[src/rtl/motor_cmd_sequencer.sv]
// motor_cmd_sequencer
//   Command front-end for the pulse generator. Move commands (motor, pulse
//   count) are queued in a small FIFO and issued one at a time: Motor and
//   PulseNum are loaded from the FIFO head, Enable is raised and held until
//   the generator's Busy has risen and fallen again, then Enable is dropped
//   for a settle gap before the next command.
//
// Ports
//   clk         system clock
//   rst         asynchronous reset, active low
//   cmd_valid   command present on cmd_motor / cmd_pulses
//   cmd_ready   FIFO not full; a command transfers on cmd_valid & cmd_ready
//   cmd_motor   motor index 0..5 (6 and 7 are rejected with err)
//   cmd_pulses  pulse count (0 completes immediately without Enable)
//   abort       flush FIFO, stop the current move, go to the settle gap
//   Motor       motor select to the generator
//   Enable      enable to the generator
//   PulseNum    pulse count to the generator
//   Busy        busy flag from the generator
//   done        one-cycle pulse: a command completed
//   done_motor  motor of the completed command, valid with done
//   err         one-cycle pulse: bad motor index or arm timeout
//   level       FIFO occupancy
//   idle        FIFO empty and sequencer idle
module motor_cmd_sequencer #(
    parameter int DEPTH   = 4,
    parameter int PN_W    = 10,
    parameter int ARM_TO  = 8,
    parameter int GAP_CYC = 2
) (
    input  logic                     clk,
    input  logic                     rst,
    input  logic                     cmd_valid,
    output logic                     cmd_ready,
    input  logic [2:0]               cmd_motor,
    input  logic [PN_W-1:0]          cmd_pulses,
    input  logic                     abort,
    output logic [2:0]               Motor,
    output logic                     Enable,
    output logic [PN_W-1:0]          PulseNum,
    input  logic                     Busy,
    output logic                     done,
    output logic [2:0]               done_motor,
    output logic                     err,
    output logic [$clog2(DEPTH):0]   level,
    output logic                     idle
);

    localparam int AW = $clog2(DEPTH);
    localparam int LW = AW + 1;
    localparam int TW = $clog2(ARM_TO + 1);
    localparam int GW = $clog2(GAP_CYC + 1);
    localparam logic [LW-1:0] FULL_LVL = LW'(DEPTH);
    localparam logic [2:0]    MAX_MOTOR = 3'd5;

    typedef enum logic [2:0] {
        S_IDLE,
        S_CHECK,
        S_ARM,
        S_RUN,
        S_GAP
    } state_t;

    state_t          state, state_nx;

    logic [2:0]      fifo_motor  [DEPTH];
    logic [PN_W-1:0] fifo_pulses [DEPTH];
    logic [AW-1:0]   wr_ptr, rd_ptr;
    logic            push, pop;

    logic [TW-1:0]   timer, timer_nx;
    logic [GW-1:0]   gap_cnt, gap_nx;
    logic [2:0]      motor_nx, dmot_nx;
    logic [PN_W-1:0] pn_nx;
    logic            en_nx, done_nx, err_nx;

    // abort wins over both FIFO ports so a flush never leaves a stray entry
    assign cmd_ready = (level != FULL_LVL);
    assign push      = cmd_valid & cmd_ready & ~abort;
    assign pop       = (state == S_IDLE) & (level != '0) & ~abort;
    assign idle      = (state == S_IDLE) & (level == '0);

    // FIFO storage: data only, no reset needed
    always_ff @(posedge clk) begin
        if (push) begin
            fifo_motor[wr_ptr]  <= cmd_motor;
            fifo_pulses[wr_ptr] <= cmd_pulses;
        end
    end

    // FIFO pointers and occupancy; pointers wrap naturally (DEPTH is a power of two)
    always_ff @(posedge clk or negedge rst) begin
        if (!rst) begin
            wr_ptr <= '0;
            rd_ptr <= '0;
            level  <= '0;
        end else if (abort) begin
            wr_ptr <= '0;
            rd_ptr <= '0;
            level  <= '0;
        end else begin
            if (push) wr_ptr <= wr_ptr + AW'(1);
            if (pop)  rd_ptr <= rd_ptr + AW'(1);
            case ({push, pop})
                2'b10:   level <= level + LW'(1);
                2'b01:   level <= level - LW'(1);
                default: level <= level;
            endcase
        end
    end

    // FSM and registered outputs
    always_ff @(posedge clk or negedge rst) begin
        if (!rst) begin
            state      <= S_IDLE;
            Motor      <= '0;
            PulseNum   <= '0;
            Enable     <= 1'b0;
            done       <= 1'b0;
            done_motor <= '0;
            err        <= 1'b0;
            timer      <= '0;
            gap_cnt    <= '0;
        end else begin
            state      <= state_nx;
            Motor      <= motor_nx;
            PulseNum   <= pn_nx;
            Enable     <= en_nx;
            done       <= done_nx;
            done_motor <= dmot_nx;
            err        <= err_nx;
            timer      <= timer_nx;
            gap_cnt    <= gap_nx;
        end
    end

    always_comb begin
        state_nx = state;
        motor_nx = Motor;
        pn_nx    = PulseNum;
        en_nx    = Enable;
        done_nx  = 1'b0;
        err_nx   = 1'b0;
        dmot_nx  = done_motor;
        timer_nx = timer;
        gap_nx   = gap_cnt;

        if (abort) begin
            // drop everything, no completion report, settle before next command
            en_nx    = 1'b0;
            gap_nx   = '0;
            state_nx = S_GAP;
        end else begin
            case (state)
                S_IDLE: begin
                    if (pop) begin
                        motor_nx = fifo_motor[rd_ptr];
                        pn_nx    = fifo_pulses[rd_ptr];
                        state_nx = S_CHECK;
                    end
                end
                S_CHECK: begin
                    if (Motor > MAX_MOTOR) begin
                        err_nx   = 1'b1;
                        state_nx = S_IDLE;
                    end else if (PulseNum == '0) begin
                        done_nx  = 1'b1;
                        dmot_nx  = Motor;
                        state_nx = S_IDLE;
                    end else begin
                        en_nx    = 1'b1;
                        timer_nx = '0;
                        state_nx = S_ARM;
                    end
                end
                S_ARM: begin
                    // timer counts ARM cycles without Busy; the ARM_TO-th such cycle times out
                    if (Busy) begin
                        state_nx = S_RUN;
                    end else if (timer == TW'(ARM_TO - 1)) begin
                        err_nx   = 1'b1;
                        en_nx    = 1'b0;
                        gap_nx   = '0;
                        state_nx = S_GAP;
                    end else begin
                        timer_nx = timer + TW'(1);
                    end
                end
                S_RUN: begin
                    if (!Busy) begin
                        en_nx    = 1'b0;
                        done_nx  = 1'b1;
                        dmot_nx  = Motor;
                        gap_nx   = '0;
                        state_nx = S_GAP;
                    end
                end
                S_GAP: begin
                    if (gap_cnt == GW'(GAP_CYC - 1)) begin
                        state_nx = S_IDLE;
                    end else begin
                        gap_nx = gap_cnt + GW'(1);
                    end
                end
                default: state_nx = S_IDLE;
            endcase
        end
    end

endmodule

[config.mk]
export PLATFORM = sky130hd
export DESIGN_NAME = motor_cmd_sequencer
export DESIGN_NICKNAME = d
export VERILOG_FILES = /design/src/rtl/motor_cmd_sequencer.sv
export SDC_FILE = /design/constraint.sdc
export NUM_CORES = 1
export LEC_CHECK = 0
export CELL_PAD_IN_SITES_DETAIL_PLACEMENT = 1
export CELL_PAD_IN_SITES_GLOBAL_PLACEMENT = 1
export CORE_AREA = 5 5 95 97
export DETAILED_ROUTE_END_ITERATION = 6
export DIE_AREA = 0 0 100 102
export PLACE_DENSITY = 0.89
export SYNTH_ARGS = -nofsm -noshare
export SYNTH_HDL_FRONTEND = slang
export SYNTH_SLANG_ARGS = --single-unit
[constraint.sdc]
create_clock -name clk -period 3.2 [get_ports clk]
set_input_delay 0.64 -clock clk [delete_from_list [all_inputs] [get_ports clk]]
set_output_delay 0.64 -clock clk [all_outputs]
set_load 0.02 [all_outputs]
==> metrics.txt <==
leading cell type by number of instances after synthesis=edfxtp_1; Via Count=2134; number of global-route vias before repair=2424; I/O pins=42; final antenna-violating net count=0; Final min period=2.64 ns; RSZ-0062 raised after global routing=false; P_leak=1.64 nW; Setup Fix Bufs, Post-CTS=0; maximum vdd drop=0.372 mV; Async SR Flop Fraction=40.2%; PD cells=743 nW/µm²; power share of the sequential group=47.9%; switching share of power=32.6%; number of hold buffers added after CTS=0; worst-margin pin slew=0.909 ns; register area share after synthesis=65.7%; post-synthesis cell type count=53; Syn Inst Count=233; combinational power share=28.2%; ant diodes=0; Post-synth top cells=52 x edfxtp_1, 35 x dfrtp_1, 16 x mux2_1; Hold WC Path Type=in2async; Clk pin slew, worst setup/hold paths=0.10 ns; Peak Freq=0.378 GHz; Max-cap violations=0; TritonCTS clock tree=built; Total GRT Usage=15.9%; fin nets=307; Slew Limit Fails=0; Synth top area share=42.1%; crit start category=flop; final period utilization=82.6%; Die ar.=10200 µm²; Final Hold Viols=0; post-cts resize count=0; #FFs+latches synth=87; H-tree depth=3; antenna violations before repair=0; Finish-stage setup viols=0; Detailed Routing Iterations Pass 1=4; Post-Place Worst Slack=0.555 ns; clk_lat worst skew=0.36 ns; Post-synth top flop=edfxtp_1; DRC Markers=0; Num Clock Sinks=87; wire length per cell=19.0 µm; maximum buffer depth of the clock tree=2; outcome=completed; share of post-route cells with drive strength above 1=16.4%; Sw Pwr=1.08 mW; routability cong.=0.736; via/cell ratio=5.44; clock power share=23.9%; Relative slew margins=39.4%; CORE AREA=8050 µm²; largest net degree at the start of global routing=36; Synth Warn #=0; crit path kind=reg2out; CP endpoint kind=primary output; port buffer count=41; Clock Tree Root=clkbuf_8; syn_area_per_cell=15.9 µm²; WL final=7.46 mm; initial DRC count=59; Internal=2.22 mW; Synth area leaders=edfxtp_1 42%, dfrtp_1 24%, mux4_2 7.9%, mux2_1 4.9%, ha_1 2.0%; final HPWL from detailed placement=5.17 mm; Area Overhead vs Synth=19.7%; total grt overflow=0; Clock Skew=0.0127 ns; mapped cell area=3710 µm²; min setup slack post-route=0.556 ns; Inserted Clock Buffers=9; Site Rows=33; die height=102 µm; Critical Path AT=2.00 ns; cell taking the most area after synthesis=edfxtp_1; Initial Util=46.1%; FF-to-FF setup slack=0.75 ns; Critical Path RT=2.56 ns; Tot Pwr=3.30 mW; setup TNS=0 ns; Post-synth EDFFs=52; Synth Net Count=258; Crit Path Max Fanout=6; Chip Width=100 µm; first-pass GRT wire length=12.4 mm
==> layer usage <==
metal / wire (µm) / global-route usage (%) / up-vias
li1: - / - / 981
met1: 3240 / 20.2 / 1108
met2: 3920 / 28.2 / 37
met3: 223 / 3.21 / 8
met4: 71 / 4.35 / 0
met5: 0 / 0 / -
==> worst max-delay path, cell delays in order, from the launching register on <==
cell and delay, ns:
dfrtp_1 0.46, or3_4 0.43, nor2b_1 0.14, clkdlybuf4s50_1 0.63
==> registers in the layout (all words and copies together), names as in the netlist <==
register     cells
timer            4
done_motor       3
fifo_pulses     40
state            3
Enable           1
PulseNum        10
done             1
err              1
level            3
rd_ptr           2
Motor            3
fifo_motor      12
gap_cnt          2
wr_ptr           2
==> path summary, 6_finish.rpt <==
path / from / endpoint / cells past startpoint
worst max-delay path: level[0] / idle / 3
min in group clk: done_motor[1] / done_motor[1] / 1
worst min register to register: done_motor[1] / done_motor[1] / 1
worst max register to register: level[0] / level[2] / 8
worst min-delay path: rst / timer[0] / 1
max in group asynchronous: rst / Motor[2] / 1
==> power by group through the flow <==
stage	clock [mW]	combinational, mW	sequential [mW]
after floorplan	0	0.527	1.61
after detailed placement	0	0.943	1.61
after global routing	0.855	1.01	1.61
after global placement	0	0.911	1.60
final	0.789	0.931	1.58
after CTS	0.814	0.952	1.59
==> stage by stage <==
step | hold slack [ns] | cell area [µm²] | instances | util [%]
after CTS | 0.391 | 4440 | 392 | 55.1
after global placement | 0.476 | 4240 | 376 | 52.6
final | 0.367 | 4440 | 392 | 55.1
after global routing | 0.439 | 4440 | 392 | 55.1
after floorplan | 0.344 | 3710 | 233 | -
after detailed placement | 0.481 | 4240 | 376 | 52.6
==> logic make-up (layout without fill, tap and decap cells) <==
| group | Yosys count | in the layout | share of synthesized area [%] |
|---|---|---|---|
| fa+ha+maj | 7 | 7 | 2.56 |
| xor+xnor | 4 | 4 | 0.945 |
| flops | 87 | 87 | 65.7 |
| simple gates | 67 | 67 | 10.8 |
| buf+inv | 14 | 68 | 1.99 |
| compound gates | 22 | 22 | 4.35 |
| mux | 32 | 32 | 13.6 |
==> cells in the final DEF, fill, tap and decap left out, types with 3 or more instances in the layout <==
cell | Yosys | routed
nor2b_1 | 4 | 4
nor3_1 | 3 | 3
nand2_1 | 13 | 13
a21oi_1 | 3 | 3
edfxtp_1 | 52 | 52
buf_4 | 1 | 6
mux4_2 | 13 | 13
o211ai_1 | 3 | 3
clkdlybuf4s50_1 | 0 | 40
inv_1 | 5 | 5
nand3_1 | 3 | 3
and2_1 | 5 | 5
clkbuf_8 | 0 | 9
nand2b_1 | 3 | 3
nor2_1 | 12 | 12
ha_1 | 6 | 6
dfrtp_1 | 35 | 35
mux2_1 | 16 | 16
==> layout make-up <==
type,count,area [µm²]
Sequential cell,87,2440
Clock inverter,7,78.8
Inverter,5,18.8
Clock buffer,9,124
Multi-Input combinational cell,132,1200
Timing Repair Buffer,47,450
Fill cell,773,3610
Tap cell,105,131
Note: power is estimated with default switching activity, not from simulation.
